`src/rtl/fpu_addsub_sequencer_if.sv`:
```
// Issue/collect bus between the add/sub sequencer and its environment.
// FPU_SEQ_STATUS_EN adds the out_flags result classification signal.
interface fpu_addsub_sequencer_if #(
    parameter int WIDTH    = 32,
    parameter int TAG_BITS = 4
);
    logic                in_valid;
    logic                in_ready;
    logic [WIDTH-1:0]    in_a;
    logic [WIDTH-1:0]    in_b;
    logic                in_op;
    logic [TAG_BITS-1:0] in_tag;
    logic [WIDTH-1:0]    pipe_a;
    logic [WIDTH-1:0]    pipe_b;
    logic                pipe_op;
    logic [WIDTH-1:0]    pipe_r;
    logic                out_valid;
    logic                out_ready;
    logic [WIDTH-1:0]    out_r;
    logic [TAG_BITS-1:0] out_tag;
    logic                busy;
`ifdef FPU_SEQ_STATUS_EN
    logic [2:0]          out_flags;
`endif

    modport slave (
        input  in_valid, in_a, in_b, in_op, in_tag, pipe_r, out_ready,
        output in_ready, pipe_a, pipe_b, pipe_op, out_valid, out_r, out_tag,
`ifdef FPU_SEQ_STATUS_EN
        output out_flags,
`endif
        output busy
    );

    modport master (
        output in_valid, in_a, in_b, in_op, in_tag, pipe_r, out_ready,
        input  in_ready, pipe_a, pipe_b, pipe_op, out_valid, out_r, out_tag,
`ifdef FPU_SEQ_STATUS_EN
        input  out_flags,
`endif
        input  busy
    );
endinterface

```
`src/rtl/fpu_addsub_sequencer.sv`:
```
// Issue/collect wrapper around the fixed-latency FP add/sub pipeline with a credit-protected result FIFO.
// Define FPU_SEQ_STATUS_EN to store and report {nan, inf, zero} flags for each result.
module fpu_addsub_sequencer #(
    parameter int WIDTH     = 32,
    parameter int EXP_BITS  = 8,
    parameter int MANT_BITS = 23,
    parameter int LATENCY   = 5,
    parameter int DEPTH     = 8,
    parameter int TAG_BITS  = 4
) (
    input logic                    clk,
    input logic                    rst,
    fpu_addsub_sequencer_if.slave  bus
);
    localparam int PTR_W  = $clog2(DEPTH);
    localparam int CNT_W  = $clog2(DEPTH + 1);
    // One extra stage covers the pipe_* register in front of the datapath.
    localparam int STAGES = LATENCY + 1;
`ifdef FPU_SEQ_STATUS_EN
    localparam int ENT_W  = WIDTH + TAG_BITS + 3;
`else
    localparam int ENT_W  = WIDTH + TAG_BITS;
`endif

    if (WIDTH != 1 + EXP_BITS + MANT_BITS) begin : g_bad_format
        $error("WIDTH must equal 1 + EXP_BITS + MANT_BITS");
    end
    if (LATENCY < 1 || DEPTH < 2 || (DEPTH & (DEPTH - 1)) != 0) begin : g_bad_sizes
        $error("LATENCY must be >= 1 and DEPTH a power of two >= 2");
    end

    logic [WIDTH-1:0]    pipe_a_q;
    logic [WIDTH-1:0]    pipe_b_q;
    logic                pipe_op_q;
    logic [STAGES-1:0]   dl_vld;
    logic [TAG_BITS-1:0] dl_tag [STAGES];
    logic [ENT_W-1:0]    mem [DEPTH];
    logic [ENT_W-1:0]    wr_entry;
    logic [ENT_W-1:0]    head;
    logic [PTR_W-1:0]    wr_ptr;
    logic [PTR_W-1:0]    rd_ptr;
    logic [CNT_W-1:0]    count;
    logic [CNT_W-1:0]    credits;
    logic                accept;
    logic                pop;
    logic                wr_en;

    assign accept = bus.in_valid && bus.in_ready;
    assign pop    = bus.out_ready && bus.out_valid;
    assign wr_en  = dl_vld[STAGES-1];

    always_ff @(posedge clk) begin
        if (rst) begin
            pipe_a_q  <= '0;
            pipe_b_q  <= '0;
            pipe_op_q <= 1'b0;
            dl_vld    <= '0;
            for (int k = 0; k < STAGES; k++) dl_tag[k] <= '0;
            wr_ptr    <= '0;
            rd_ptr    <= '0;
            count     <= '0;
            credits   <= CNT_W'(DEPTH);
        end else begin
            if (accept) begin
                pipe_a_q  <= bus.in_a;
                pipe_b_q  <= bus.in_b;
                pipe_op_q <= bus.in_op;
            end
            dl_vld    <= {dl_vld[STAGES-2:0], accept};
            dl_tag[0] <= bus.in_tag;
            for (int k = 1; k < STAGES; k++) dl_tag[k] <= dl_tag[k-1];
            if (wr_en) wr_ptr <= wr_ptr + PTR_W'(1);
            if (pop)   rd_ptr <= rd_ptr + PTR_W'(1);
            case ({wr_en, pop})
                2'b10:   count <= count + CNT_W'(1);
                2'b01:   count <= count - CNT_W'(1);
                default: count <= count;
            endcase
            // A credit is held from accept until the result leaves the FIFO, so writes never overflow.
            case ({accept, pop})
                2'b10:   credits <= credits - CNT_W'(1);
                2'b01:   credits <= credits + CNT_W'(1);
                default: credits <= credits;
            endcase
        end
    end

    always_ff @(posedge clk) begin
        if (!rst && wr_en) mem[wr_ptr] <= wr_entry;
    end

    assign head = mem[rd_ptr];

`ifdef FPU_SEQ_STATUS_EN
    logic [EXP_BITS-1:0]  r_exp;
    logic [MANT_BITS-1:0] r_frac;
    logic [2:0]           r_flags;

    assign r_exp    = bus.pipe_r[MANT_BITS +: EXP_BITS];
    assign r_frac   = bus.pipe_r[MANT_BITS-1:0];
    assign r_flags  = {(&r_exp) && (|r_frac), (&r_exp) && !(|r_frac), !(|r_exp) && !(|r_frac)};
    assign wr_entry = {r_flags, dl_tag[STAGES-1], bus.pipe_r};
    assign bus.out_flags = bus.out_valid ? head[WIDTH+TAG_BITS +: 3] : 3'b000;
`else
    assign wr_entry = {dl_tag[STAGES-1], bus.pipe_r};
`endif

    assign bus.pipe_a    = pipe_a_q;
    assign bus.pipe_b    = pipe_b_q;
    assign bus.pipe_op   = pipe_op_q;
    assign bus.out_r     = head[WIDTH-1:0];
    assign bus.out_tag   = head[WIDTH +: TAG_BITS];
    assign bus.out_valid = count != '0;
    assign bus.in_ready  = (credits != '0) && !rst;
    assign bus.busy      = credits != CNT_W'(DEPTH);
endmodule

```
`src/flat_wrapper.sv`:
```
// flat-port wrapper written by rule: the top's interface ports become plain ports
module fpu_addsub_sequencer_flat 
#(
    parameter int WIDTH     = 32,
    parameter int EXP_BITS  = 8,
    parameter int MANT_BITS = 23,
    parameter int LATENCY   = 5,
    parameter int DEPTH     = 8,
    parameter int TAG_BITS  = 4
)
  (clk, rst, bus_in_valid, bus_in_a, bus_in_b, bus_in_op, bus_in_tag, bus_pipe_r, bus_out_ready, bus_in_ready, bus_pipe_a, bus_pipe_b, bus_pipe_op, bus_out_valid, bus_out_r, bus_out_tag, bus_busy);
  fpu_addsub_sequencer_if #(.WIDTH(WIDTH), .TAG_BITS(TAG_BITS)) bus_i ();
  input logic clk;
  input logic rst;
  input wire logic [$bits(bus_i.in_valid)-1:0] bus_in_valid;
  input wire logic [$bits(bus_i.in_a)-1:0] bus_in_a;
  input wire logic [$bits(bus_i.in_b)-1:0] bus_in_b;
  input wire logic [$bits(bus_i.in_op)-1:0] bus_in_op;
  input wire logic [$bits(bus_i.in_tag)-1:0] bus_in_tag;
  input wire logic [$bits(bus_i.pipe_r)-1:0] bus_pipe_r;
  input wire logic [$bits(bus_i.out_ready)-1:0] bus_out_ready;
  output wire logic [$bits(bus_i.in_ready)-1:0] bus_in_ready;
  output wire logic [$bits(bus_i.pipe_a)-1:0] bus_pipe_a;
  output wire logic [$bits(bus_i.pipe_b)-1:0] bus_pipe_b;
  output wire logic [$bits(bus_i.pipe_op)-1:0] bus_pipe_op;
  output wire logic [$bits(bus_i.out_valid)-1:0] bus_out_valid;
  output wire logic [$bits(bus_i.out_r)-1:0] bus_out_r;
  output wire logic [$bits(bus_i.out_tag)-1:0] bus_out_tag;
  output wire logic [$bits(bus_i.busy)-1:0] bus_busy;
  assign bus_i.in_valid = bus_in_valid;
  assign bus_i.in_a = bus_in_a;
  assign bus_i.in_b = bus_in_b;
  assign bus_i.in_op = bus_in_op;
  assign bus_i.in_tag = bus_in_tag;
  assign bus_i.pipe_r = bus_pipe_r;
  assign bus_i.out_ready = bus_out_ready;
  assign bus_in_ready = bus_i.in_ready;
  assign bus_pipe_a = bus_i.pipe_a;
  assign bus_pipe_b = bus_i.pipe_b;
  assign bus_pipe_op = bus_i.pipe_op;
  assign bus_out_valid = bus_i.out_valid;
  assign bus_out_r = bus_i.out_r;
  assign bus_out_tag = bus_i.out_tag;
  assign bus_busy = bus_i.busy;
  fpu_addsub_sequencer #(.WIDTH(WIDTH), .EXP_BITS(EXP_BITS), .MANT_BITS(MANT_BITS), .LATENCY(LATENCY), .DEPTH(DEPTH), .TAG_BITS(TAG_BITS)) u_core (.clk(clk), .rst(rst), .bus(bus_i));
endmodule
```
`config.mk`:
```
export PLATFORM = sky130hd
export DESIGN_NAME = fpu_addsub_sequencer_flat
export DESIGN_NICKNAME = d
export VERILOG_FILES = /design/src/rtl/fpu_addsub_sequencer_if.sv /design/src/rtl/fpu_addsub_sequencer.sv /design/src/flat_wrapper.sv
export SDC_FILE = /design/constraint.sdc
export NUM_CORES = 1
export LEC_CHECK = 0
export ABC_AREA = 1
export BUFFER_PORTS_ARGS = -buffer_cell sky130_fd_sc_hd__buf_2
export CAP_MARGIN = 20
export CORE_ASPECT_RATIO = 0.9
export CORE_MARGIN = 2
export CORE_UTILIZATION = 52
export CTS_CLUSTER_SIZE = 8
export DETAILED_ROUTE_END_ITERATION = 10
export MAX_ROUTING_LAYER = met4
export PLACE_DENSITY = 0.85
export SLEW_MARGIN = 40
export SYNTH_ARGS = -nofsm -noshare
export SYNTH_HDL_FRONTEND = slang
export SYNTH_SLANG_ARGS = --single-unit
export TNS_END_PERCENT = 50
```
`constraint.sdc`:
```
create_clock -name clk -period 3.1 [get_ports clk]
set_input_delay 0.62 -clock clk [delete_from_list [all_inputs] [get_ports clk]]
set_output_delay 0.62 -clock clk [all_outputs]
set_load 0.005 [all_outputs]
```
==> results by group, run 1 <==
Timing
  – Pins Over Slew Limit: 0
  – Tightest Pin Transition: 0.764 ns
  – Setup violation total in the final timing report: 0
  – Period utilisation layout: 0.954
  – Maximum clock frequency: 0.338 GHz
  – Final-report hold violation count: 0
  – Max_slew headroom: 0.490
  – Final critical delay including setup and external delays: 2.96 ns
  – Post-route clock skew: 0.0319 ns
  – Final Worst Setup Slack: between 0.1 and 0.15 ns

Synth
  – Portion of netlist area occupied by mux cells: 0.0236
  – Dominant combinational cell family by area after synthesis: simple AND/OR/NAND/NOR gates
  – Post-synthesis async set-or-reset flop share: 0
  – Simple logic cell fraction of the synthesized area: 0.116
  – Ranking of synthesized cells by area: sky130_fd_sc_hd__edfxtp_1 (57%), sky130_fd_sc_hd__dfxtp_1 (15%), sky130_fd_sc_hd__nand2_1 (6.4%), sky130_fd_sc_hd__nor2_1 (4.7%), sky130_fd_sc_hd__o21ai_0 (4.6%)
  – Synthesized area divided by synthesized cell count: 11.6 sq um
  – Mapped Nets: 1428
  – Mapped Cells: 1314
  – Post-synth design cell area: ~0.015 sq mm
  – Post-synth top cells: sky130_fd_sc_hd__edfxtp_1 (288), sky130_fd_sc_hd__nand2_1 (261), sky130_fd_sc_hd__nor2_1 (192), sky130_fd_sc_hd__o21ai_0 (140), sky130_fd_sc_hd__dfxtp_1 (112)
  – Area fraction of the dominant cell type after synthesis: 0.566
  – Fraction of synthesized cell area in xor and xnor cells: 0.00344
  – Fraction of the yosys area taken by sequential cells: 0.713
  – Number of register bits inferred by synthesis: 400
  – Synth area leader: sky130_fd_sc_hd__edfxtp_1
  – Most used DFF post-synth: sky130_fd_sc_hd__edfxtp_1
  – Adder-cell share of the synthesized area: 0.00786
  – Warning count from the yosys run: 0
  – Post-synth EDFFs: 288
  – Most instantiated library cell after synthesis: sky130_fd_sc_hd__edfxtp_1
  – Distinct cell type count of the synthesized netlist: 29
  – Share of the synthesized area in compound gates (AO/OA/AOI/OAI): 0.0907

Finish
  – Share of layout cells above drive strength 1: 0.198
  – Area delta synth->final: 19.5%
  – Diodes inserted: 0
  – Final Net Count: 1646
  – Final core utilization: 0.631

Pwr
  – Maximum ir drop on the vdd rail: 0.000473 V
  – PnR Total Power: 14.5 mW
  – Leakage power of the design: approximately 7 nW
  – Power per cell area: ~790 mW/mm^2

Floorplanning
  – # IOs: 209
  – Row count: 59
  – Core region area: 0.0289 sq mm
  – DIE WIDTH: 185 um
  – Full die area: 0.0308 sq mm
  – Effective utilization at floorplan: 0.528
  – Die Y-Extent: 167 um

Critical path
  – Sequence of cells on the critical path: buf_16 -> nor2_1 -> nor2_1 -> o21ai_0 -> o21ai_0 -> nand2_1 -> nand2_1 -> buf_2
  – Launch point of the worst reg-to-reg path: u_core.count[1]
  – Critical path buffer and inverter count: 2
  – Worst stage delay on the critical path: 0.51 ns
  – Critical path endpoint category: primary output
  – Critical path start-end classification: reg2out
  – Top delay family on crit path: flip-flops
  – Worst path required time: roughly 2.5 ns
  – CP startpoint kind: register
  – Maximum fanout along the worst path: 77
  – Max stage delay cell, worst path: sky130_fd_sc_hd__dfxtp_4
  – Data arrival at the endpoint of the critical path: 2.34 ns

Clock tree
  – Bufs on Longest Clock Path: 3
  – Clock tree from TritonCTS: done
  – Sink count of the clock tree: 400
  – Cts bufs inserted: 55
  – # hold bufs at CTS: 0
  – Clock latency at the later pin of the worst-skew pair: 0.57 ns
  – Root Driver: sky130_fd_sc_hd__clkbuf_16
  – Clock slew seen by the registers of the worst setup and hold paths: ~0.05 ns
  – Level count of the clock H-tree: 2

Global routing
  – Wire length of the first global-routing pass: 53600 um
  – Vias in the first global route: roughly 11000
  – Number of antenna violations at the first check in global routing: 0
  – Global routing usage summed across all routing layers: 0.227
  – Pin count of the biggest net entering global routing: between 100 and 150
  – Total congestion overflow after global routing: 0

Drt
  – Total number of vias: 10591
  – Detail-routed via count per cell: around 5.4
  – Number of DRC markers after the initial detailed-route iteration: between 1000 and 1500
  – Remaining antenna violation count: 0
  – Total wirelength of the detailed-routed design: 34000 um
  – Remaining design rule violation count: 0
  – Detailed Routing Iterations Pass 1: 6
  – Average detailed-routed wire length per instance: 17.3 um

Place
  – Detailed placer's ending HPWL: 20800 um
  – Global placer's final weighted congestion: 0.805
  – Placement Setup Slack: 0.687 ns
  – Count of port buffers added during placement: 208

Hold path
  – Path category of the worst min-delay check: in2reg
  – Startpoint of the worst hold path: bus_in_b[11]

Status
  – Run status: completed

Flow run
  – MaxCap Viol Count: 0
## worst paths after layout
kind                                 to  slack [ns]  cells after the start
hold / removal    u_core.bus.pipe_b[11]        0.27                      3
setup reg to reg      u_core.credits[3]        0.92                     13
hold reg to reg    u_core.dl_tag[0][13]        0.39                      2
setup / recovery          bus_out_r[13]        0.14                      8
## where the power goes
part	internal, mW	total (mW)	switching [mW]	leakage (nW)
combinational	1.15	2.93	1.79	2.68
sequential	5.93	6.17	0.241	3.52
clock	3.32	5.40	2.07	0.745
## layout by cell type (no fill, tap or decap), types with 2 or more instances in the layout
cell	netlist	final
sky130_fd_sc_hd__a21oi_1	12	12
sky130_fd_sc_hd__buf_12	1	4
sky130_fd_sc_hd__buf_2	24	208
sky130_fd_sc_hd__buf_4	6	23
sky130_fd_sc_hd__clkbuf_1	28	37
sky130_fd_sc_hd__clkbuf_16	0	56
sky130_fd_sc_hd__dfxtp_1	112	109
sky130_fd_sc_hd__dfxtp_4	0	2
sky130_fd_sc_hd__edfxtp_1	288	288
sky130_fd_sc_hd__ha_1	8	8
sky130_fd_sc_hd__inv_1	53	53
sky130_fd_sc_hd__mux2i_1	36	36
sky130_fd_sc_hd__nand2_1	261	261
sky130_fd_sc_hd__nand3_1	6	6
sky130_fd_sc_hd__nor2_1	192	184
sky130_fd_sc_hd__nor2_4	0	8
sky130_fd_sc_hd__o21ai_0	140	140
sky130_fd_sc_hd__o21ai_1	80	80
sky130_fd_sc_hd__o22ai_1	36	36
sky130_fd_sc_hd__xnor2_1	4	4
sky130_fd_sc_hd__xor2_1	2	2
## layer usage
metal / up-vias / GRT usage / part of all wire
li1: 4969 / - / -
met1: 4960 / 0.279 / 0.40
met2: 573 / 0.376 / 0.49
met3: 89 / 0.0479 / 0.087
met4: 0 / 0.0745 / 0.026
met5: - / - / 0
## sequential cells by signal (all words and copies together), names as in the netlist, 3 cells and up, named ones only
signal / cells
u_core.mem: 288
u_core.bus.pipe_a: 32
u_core.bus.pipe_b: 32
u_core.dl_tag: 24
u_core.dl_vld: 6
u_core.count: 4
u_core.credits: 4
u_core.rd_ptr: 3
u_core.wr_ptr: 3
## layout make-up
type                       instances  area (sq um)
fill                            2138         10700
sequential                       400         10900
multi-input combinational        782          3750
inverter                          56           213
tap                              396           495
timing repair buffer             237          1330
clock buffer                      93          1540
clock inverter                     2          25.0
## per-stage QoR
| step | cells | instance area, sq um | hold WS, ns | setup TNS (ns) |
|---|---|---|---|---|
| finish | 1966 | 18300 | 0.265 | 0 |
| global route | 1966 | 18300 | 0.251 | -0.000196 |
| CTS | 1965 | 18200 | 0.243 | 0 |
| detailed placement | 1870 | 16700 | 0.393 | 0 |
| global placement | 1870 | 16700 | 0.388 | 0 |
| floorplan | 1314 | 15300 | 0.388 | 0 |
## worst register-to-register path, stage by stage, from the launching register on
cell                      delay [ns]
sky130_fd_sc_hd__dfxtp_1        0.38
sky130_fd_sc_hd__inv_1          0.08
sky130_fd_sc_hd__nand4_1        0.13
sky130_fd_sc_hd__nand2_1        0.10
sky130_fd_sc_hd__inv_1          0.23
sky130_fd_sc_hd__ha_1           0.24
sky130_fd_sc_hd__inv_1          0.09
sky130_fd_sc_hd__ha_1           0.33
sky130_fd_sc_hd__nand2_1        0.07
sky130_fd_sc_hd__nor2_1         0.09
sky130_fd_sc_hd__nor2_1         0.06
sky130_fd_sc_hd__xnor2_1        0.12
sky130_fd_sc_hd__nand2_1        0.06
sky130_fd_sc_hd__nand3_1        0.06
## cell families (layout without fill, tap and decap cells)
logic type      Yosys count  count (layout)
compound gates          268             268
xor+xnor                  6               6
fa+ha+maj                 9               9
buf+inv                 132             388
flops                   400             400
mux                      36              36
simple gates            463             463
## repair_timing
| item | 4_1_cts | 5_1_grt |
|---|---|---|
| setup buffers | 0 | 1 |
| endpoints found under the hold margin | 0 | 0 |
| endpoints found under the setup margin | 0 | 13 |
| gates resized for setup | 0 | 1 |
Power figures use the tool's default switching activity.
==> inputs of run 2 (changes only) <==
--- a/config.mk
+++ b/config.mk
@@ -11,6 +11,7 @@
 export CORE_ASPECT_RATIO = 0.9
 export CORE_MARGIN = 2
 export CORE_UTILIZATION = 52
+export CTS_BUF_LIST = sky130_fd_sc_hd__clkbuf_16
 export CTS_CLUSTER_SIZE = 8
 export DETAILED_ROUTE_END_ITERATION = 10
 export MAX_ROUTING_LAYER = met4
==> run 2 against run 1 <==
Compared with the run above:
- final cell count unchanged
- wire length barely moved
- combinational power about the same
- highest routed layer unchanged
- largest power group unchanged
==> results by group, run 2 (synthesis gave the netlist of run 1 again) <==
Flow run
  – MaxCap Viol Count: 0 (unchanged)

Pwr
  – Int Pwr: 10.3 mW (-1.2%)
  – Leakage power of the design: 7.10 nW (+2.2%)
  – Clk network pwr share: 0.367 (-0.005)
  – Switching Power: 4.11 mW (+0.26%)
  – Power per cell area: 788 mW/mm^2 (-0.78%)
  – Maximum ir drop on the vdd rail: 0.000470 V (-0.45%)
  – PnR Total Power: 14.4 mW (-0.78%)
  – Net Sw Frac: 0.286 (+0.00297)
  – Comb power frac: 0.204 (+0.002)
  – Share of total power in sequential cells: 0.429 (+0.003)

Finish
  – Top library cells by usage in the layout, fill and taps aside: sky130_fd_sc_hd__edfxtp_1 (288), sky130_fd_sc_hd__nand2_1 (261), sky130_fd_sc_hd__buf_2 (208)
  – Most frequent standard cell in the layout excluding fill and tap cells: sky130_fd_sc_hd__edfxtp_1
  – Flip-flop count of the largest register after layout: 288 (unchanged)
  – Diodes inserted: 0 (unchanged)
  – Reg with most FFs: u_core.mem
  – Final Net Count: 1646 (unchanged)
  – Area delta synth->final: 19.5% (unchanged)
  – Share of layout cells above drive strength 1: 0.198 (unchanged)

Clock tree
  – Clock latency at the later pin of the worst-skew pair: 0.56 ns (about the same)
  – Bufs on Longest Clock Path: 3 (unchanged)
  – Clock slew seen by the registers of the worst setup and hold paths: 0.05 ns (about the same)
  – Clock tree from TritonCTS: done
  – Cts bufs inserted: 55 (unchanged)
  – Root Driver: sky130_fd_sc_hd__clkbuf_16
  – Level count of the clock H-tree: 2 (unchanged)
  – Sink count of the clock tree: 400 (unchanged)

Timing
  – Period utilisation layout: 0.953 (about the same)
  – Maximum clock frequency: 0.338 GHz (about the same)
  – Final critical delay including setup and external delays: 2.96 ns (-0.00244 ns)
  – Unrepaired setup endpoints after global routing: no
  – Max_slew headroom: 0.489 (-0.00109)
  – Post-route clock skew: 0.0301 ns (-0.00179 ns)
  – Setup tns final: 0 ns (unchanged)
  – Final-report hold violation count: 0 (unchanged)
  – Setup violation total in the final timing report: 0 (unchanged)
  – Tightest Pin Transition: 0.766 ns (+0.00164 ns)
  – Pins Over Slew Limit: 0 (unchanged)

Critical path
  – Most frequent cell on the critical path: sky130_fd_sc_hd__nand2_1
  – CP startpoint kind: register
  – Critical path buffer and inverter count: 3 (+1)
  – Critical path start-end classification: reg2out
  – Maximum fanout along the worst path: 45 (-42%)
  – Sequence of cells on the critical path: inv_4 -> buf_4 -> nor2_1 -> o22ai_1 -> nand2_1 -> nand2_1 -> buf_2
  – Critical path endpoint category: primary output
  – Reg2Reg Depth: 13 (unchanged)
  – Worst stage delay on the critical path: 0.43 ns (-0.08 ns)
  – Worst path required time: 2.48 ns (about the same)
  – Data arrival at the endpoint of the critical path: 2.34 ns (about the same)
  – Max stage delay cell, worst path: sky130_fd_sc_hd__dfxtp_4
  – Crit. path cell count: 7 (-1)
  – Top delay family on crit path: buffers and inverters

Global routing
  – Total congestion overflow after global routing: 0 (unchanged)
  – Wire length of the first global-routing pass: 53600 um (unchanged)
  – Pin count of the biggest net entering global routing: 132 (unchanged)
  – Number of antenna violations at the first check in global routing: 0 (unchanged)
  – Global routing usage summed across all routing layers: 0.227 (unchanged)
  – Vias in the first global route: 10574 (+0.038%)

Drt
  – Detailed Routing Iterations Pass 1: 5 (-1)
  – Number of DRC markers after the initial detailed-route iteration: 1053 (+2.2%)
  – Remaining design rule violation count: 0 (unchanged)
  – Average detailed-routed wire length per instance: 17.3 um (about the same)
  – Total number of vias: 10559 (-0.30%)
  – Detail-routed via count per cell: 5.37 (-0.30%)
  – Total wirelength of the detailed-routed design: 34000 um (about the same)
  – Remaining antenna violation count: 0 (unchanged)

Floorplanning
  – DIE WIDTH: 185 um (unchanged)
  – Core region area: 0.0289 sq mm (unchanged)
  – Die Y-Extent: 167 um (unchanged)
  – Full die area: 0.0308 sq mm (unchanged)
  – # IOs: 209 (unchanged)
  – Row count: 59 (unchanged)
  – Effective utilization at floorplan: 0.528 (unchanged)

Hold path
  – Path category of the worst min-delay check: in2reg
  – Hold Path Depth: 3 (unchanged)

Place
  – Global placer's final weighted congestion: 0.805 (unchanged)
  – Detailed placer's ending HPWL: 20800 um (unchanged)
  – Count of port buffers added during placement: 208 (unchanged)

Status
  – Run status: completed
-- run 2: cell count changes in the layout (fill, tap and decap cells not counted) --
cell	previous run	this run
sky130_fd_sc_hd__clkbuf_1	37	0
sky130_fd_sc_hd__inv_1	53	90
-- run 2: worst min-delay path, cell delays in order --
cell	delay, ns
sky130_fd_sc_hd__buf_2	0.07
sky130_fd_sc_hd__nand2_1	0.04
sky130_fd_sc_hd__o21ai_0	0.05
-- run 2: final cells by class --
type / count / area [sq um]
tap: 396 / 495
fill: 2138 / 10700
timing repair buffer: 237 / 1330
clock inverter: 39 / 164
sequential: 400 / 10900
clock buffer: 56 / 1400
inverter: 56 / 213
multi-input combinational: 782 / 3750
-- run 2: layer usage --
metal / global-route usage / part of all wire / vias to the layer above
met3: 0.0479 / 0.088 / 76
met4: 0.0745 / 0.025 / 0
met2: 0.376 / 0.49 / 566
li1: - / - / 4969
met5: - / 0 / -
met1: 0.279 / 0.40 / 4948
-- run 2: timing repair --
item	CTS	global route
setup endpoints to repair	0	13
buffers inserted	0	1
resized for setup	0	1
hold buffers	0	0
-- run 2: final timing paths --
check	from	endpoint	slack [ns]
worst min-delay path	bus_in_b[11]	u_core.bus.pipe_b[11]	0.27
worst max-delay path	register	bus_out_r[17]	0.14
worst min register to register	u_core.dl_tag[0][9]	u_core.dl_tag[0][13]	0.39
worst max register to register	u_core.count[1]	u_core.credits[3]	0.93
-- run 2: metrics by stage --
stage          setup slack, ns  utilization  hold slack [ns]  instance area, sq um  instances
2_1_floorplan            0.127            -            0.388                 15300       1314
3_3_place_gp             0.727        0.576            0.388                 16700       1870
3_5_place_dp             0.687        0.576            0.393                 16700       1870
4_1_cts                 0.0225        0.630            0.243                 18200       1965
5_1_grt                0.00157        0.631            0.251                 18300       1966
6_report                 0.145        0.631            0.266                 18300       1966
-- run 2: power groups by stage --
stage	clock (mW)	sequential (mW)	combinational, mW
5_1_grt	5.61	6.20	3.29
3_3_place_gp	0	6.28	2.75
2_1_floorplan	0	6.14	2.10
3_5_place_dp	0	6.28	2.87
4_1_cts	5.37	6.19	2.91
6_report	5.28	6.17	2.93
==> inputs of run 3 (changes only) <==
--- a/config.mk
+++ b/config.mk
@@ -14,8 +14,10 @@
 export CTS_BUF_LIST = sky130_fd_sc_hd__clkbuf_16
 export CTS_CLUSTER_SIZE = 8
 export DETAILED_ROUTE_END_ITERATION = 10
+export GPL_TIMING_DRIVEN = 0
 export MAX_ROUTING_LAYER = met4
 export PLACE_DENSITY = 0.85
+export REMOVE_ABC_BUFFERS = 1
 export SLEW_MARGIN = 40
 export SYNTH_ARGS = -nofsm -noshare
 export SYNTH_HDL_FRONTEND = slang
==> run 3 against run 2 <==
Compared with the run above:
- flip-flop and latch count unchanged
- clock skew fell by 0.011 ns
- clock power fell by 4.0%
- core utilization rose by 0.53 points
- register-to-register slack worse by 0.34 ns
- critical path type unchanged
- non-clock buffer count is 6 lower
- maximum frequency grew 1.4%
- die area stayed put
- total power fell by 1.9%
- worst hold slack better by 0.0055 ns
- critical path depth rose by 2
- highest routed layer unchanged
- critical endpoint is now bus_out_r[1]
==> results by group, run 3 (synthesis gave the netlist of run 1 again) <==
Finish
  – Final Net Count: 1640 (-0.36%)
  – Area delta synth->final: 20.5%
  – Reg with most FFs: u_core.mem
  – Most frequent standard cell in the layout excluding fill and tap cells: sky130_fd_sc_hd__edfxtp_1
  – Share of layout cells above drive strength 1: 0.198 (-0.000301)
  – Final non-filler cell total: 1937 (-1.5%)
  – Flip-flop count of the largest register after layout: 288 (unchanged)
  – Top library cells by usage in the layout, fill and taps aside: sky130_fd_sc_hd__edfxtp_1 (288), sky130_fd_sc_hd__nand2_1 (261), sky130_fd_sc_hd__buf_2 (208)
  – Final non-filler cell area: 0.0184 sq mm (+0.84%)

Global routing
  – Wire length of the first global-routing pass: 51100 um (-4.5%)
  – Global routing usage summed across all routing layers: 0.218 (-0.00840)
  – Pin count of the biggest net entering global routing: 109 (-17%)
  – Total congestion overflow after global routing: 0 (unchanged)
  – Number of antenna violations at the first check in global routing: 4 (+4)
  – Vias in the first global route: 10117 (-4.3%)

Place
  – Cell count after placement: 1865 (-0.27%)
  – Detailed placer's ending HPWL: 19700 um (-5.0%)
  – DP Area: 0.0170 sq mm (+1.7%)
  – Count of port buffers added during placement: 208 (unchanged)
  – Global placer's final weighted congestion: 0.804 (-0.19%)

Clock tree
  – Bufs on Longest Clock Path: 3 (unchanged)
  – Level count of the clock H-tree: 2 (unchanged)
  – Number of setup buffers added after CTS: 0 (unchanged)
  – Clock tree from TritonCTS: done
  – Sink count of the clock tree: 400 (unchanged)
  – Cts bufs inserted: 55 (unchanged)
  – Clock slew seen by the registers of the worst setup and hold paths: 0.05 ns (about the same)
  – Clock latency at the later pin of the worst-skew pair: 0.55 ns (about the same)
  – # hold bufs at CTS: 0 (unchanged)
  – Root Driver: sky130_fd_sc_hd__clkbuf_16

Timing
  – Unrepaired setup endpoints after global routing: no
  – Maximum clock frequency: 0.343 GHz (+1.4%)
  – Max_slew headroom: 0.520 (+0.0308)
  – Setup tns final: 0 ns (unchanged)
  – Final critical delay including setup and external delays: 2.91 ns (-0.0409 ns)
  – Pins Over Slew Limit: 0 (unchanged)
  – Period utilisation layout: 0.940 (-0.0132)
  – Final-report hold violation count: 0 (unchanged)
  – Tightest Pin Transition: 0.720 ns (-0.0461 ns)
  – Setup violation total in the final timing report: 0 (unchanged)
  – Post-route clock skew: 0.0195 ns (-0.0106 ns)
  – Hold Worst Slack: 0.272 ns (+0.00552 ns)

Floorplanning
  – Full die area: 0.0308 sq mm (unchanged)
  – DIE WIDTH: 185 um (unchanged)
  – # IOs: 209 (unchanged)
  – Row count: 59 (unchanged)
  – Effective utilization at floorplan: 0.528 (unchanged)
  – Die Y-Extent: 167 um (unchanged)
  – Core region area: 0.0289 sq mm (unchanged)

Drt
  – Remaining antenna violation count: 0 (unchanged)
  – Total number of vias: 10193 (-3.5%)
  – Detail-routed via count per cell: 5.26 (-2.0%)
  – Remaining design rule violation count: 0 (unchanged)
  – Total wirelength of the detailed-routed design: 32800 um (-3.5%)
  – Number of DRC markers after the initial detailed-route iteration: 655 (-38%)
  – Average detailed-routed wire length per instance: 16.9 um (-2.1%)
  – Detailed Routing Iterations Pass 1: 5 (unchanged)

Critical path
  – Worst path required time: 2.48 ns (about the same)
  – CP startpoint kind: register
  – Critical path endpoint category: primary output
  – Register-to-register setup slack: 0.59 ns (-0.34 ns)
  – Reg2Reg Depth: 15 (+2)
  – Data arrival at the endpoint of the critical path: 2.29 ns (-0.05 ns)
  – Critical path start-end classification: reg2out
  – Maximum fanout along the worst path: 50 (+11%)

Pwr
  – Maximum ir drop on the vdd rail: 0.000464 V (-1.4%)
  – Leakage power of the design: 7.02 nW (-1.2%)
  – PnR Total Power: 14.1 mW (-1.9%)
  – Power per cell area: 767 mW/mm^2 (-2.7%)

Hold path
  – Path category of the worst min-delay check: in2reg
  – Hold Path Depth: 3 (unchanged)

Flow run
  – MaxCap Viol Count: 0 (unchanged)

Status
  – Run status: completed
## run 3: layout make-up
type	instances	area, sq um
antenna	4	10.0
sequential	400	10900
timing repair buffer	231	1590
inverter	56	230
clock buffer	55	1380
multi-input combinational	782	3750
tap	396	495
clock inverter	13	53.8
fill	2152	10500
## run 3: worst max-delay path: stages (launching register included)
cell	delay, ns
sky130_fd_sc_hd__dfxtp_4	0.50
sky130_fd_sc_hd__buf_16	0.27
sky130_fd_sc_hd__buf_12	0.26
sky130_fd_sc_hd__nor2_1	0.08
sky130_fd_sc_hd__nor2_1	0.10
sky130_fd_sc_hd__o21ai_0	0.11
sky130_fd_sc_hd__o21ai_1	0.11
sky130_fd_sc_hd__nand2_1	0.06
sky130_fd_sc_hd__nand2_1	0.10
sky130_fd_sc_hd__buf_2	0.12
## run 3: final timing paths
check | from | end
worst max-delay path | register | bus_out_r[1]
worst min-delay path | bus_in_tag[3] | u_core.dl_tag[0][3]
worst min register to register | u_core.dl_tag[0][14] | u_core.dl_tag[0][18]
worst max register to register | u_core.credits[1] | u_core.credits[3]
## run 3: per-layer routing
metal | vias up | GRT usage | share of wire
met4 | 0 | 0.0642 | 0.020
met2 | 422 | 0.363 | 0.49
met3 | 66 | 0.0505 | 0.085
li1 | 4928 | - | -
met1 | 4777 | 0.268 | 0.41
met5 | - | - | 0
## run 3: timing repair
item | CTS | global route
gates resized for setup | 1 | 2
pin swaps | 0 | 0
endpoints found under the setup margin | 1 | 2
## run 3: where the power goes
group | switching, mW | total (mW) | internal [mW]
clock network | 1.98 | 5.07 | 3.09
registers | 0.221 | 6.16 | 5.94
logic | 1.74 | 2.89 | 1.16
## run 3: stage by stage
| stage | setup slack (ns) | utilization |
|---|---|---|
| 2_1_floorplan | -2.02 | - |
| 3_3_place_gp | -4.78 | 0.564 |
| 3_5_place_dp | -0.612 | 0.586 |
| 4_1_cts | 0.137 | 0.636 |
| 5_1_grt | 0.00165 | 0.636 |
| 6_report | 0.186 | 0.636 |
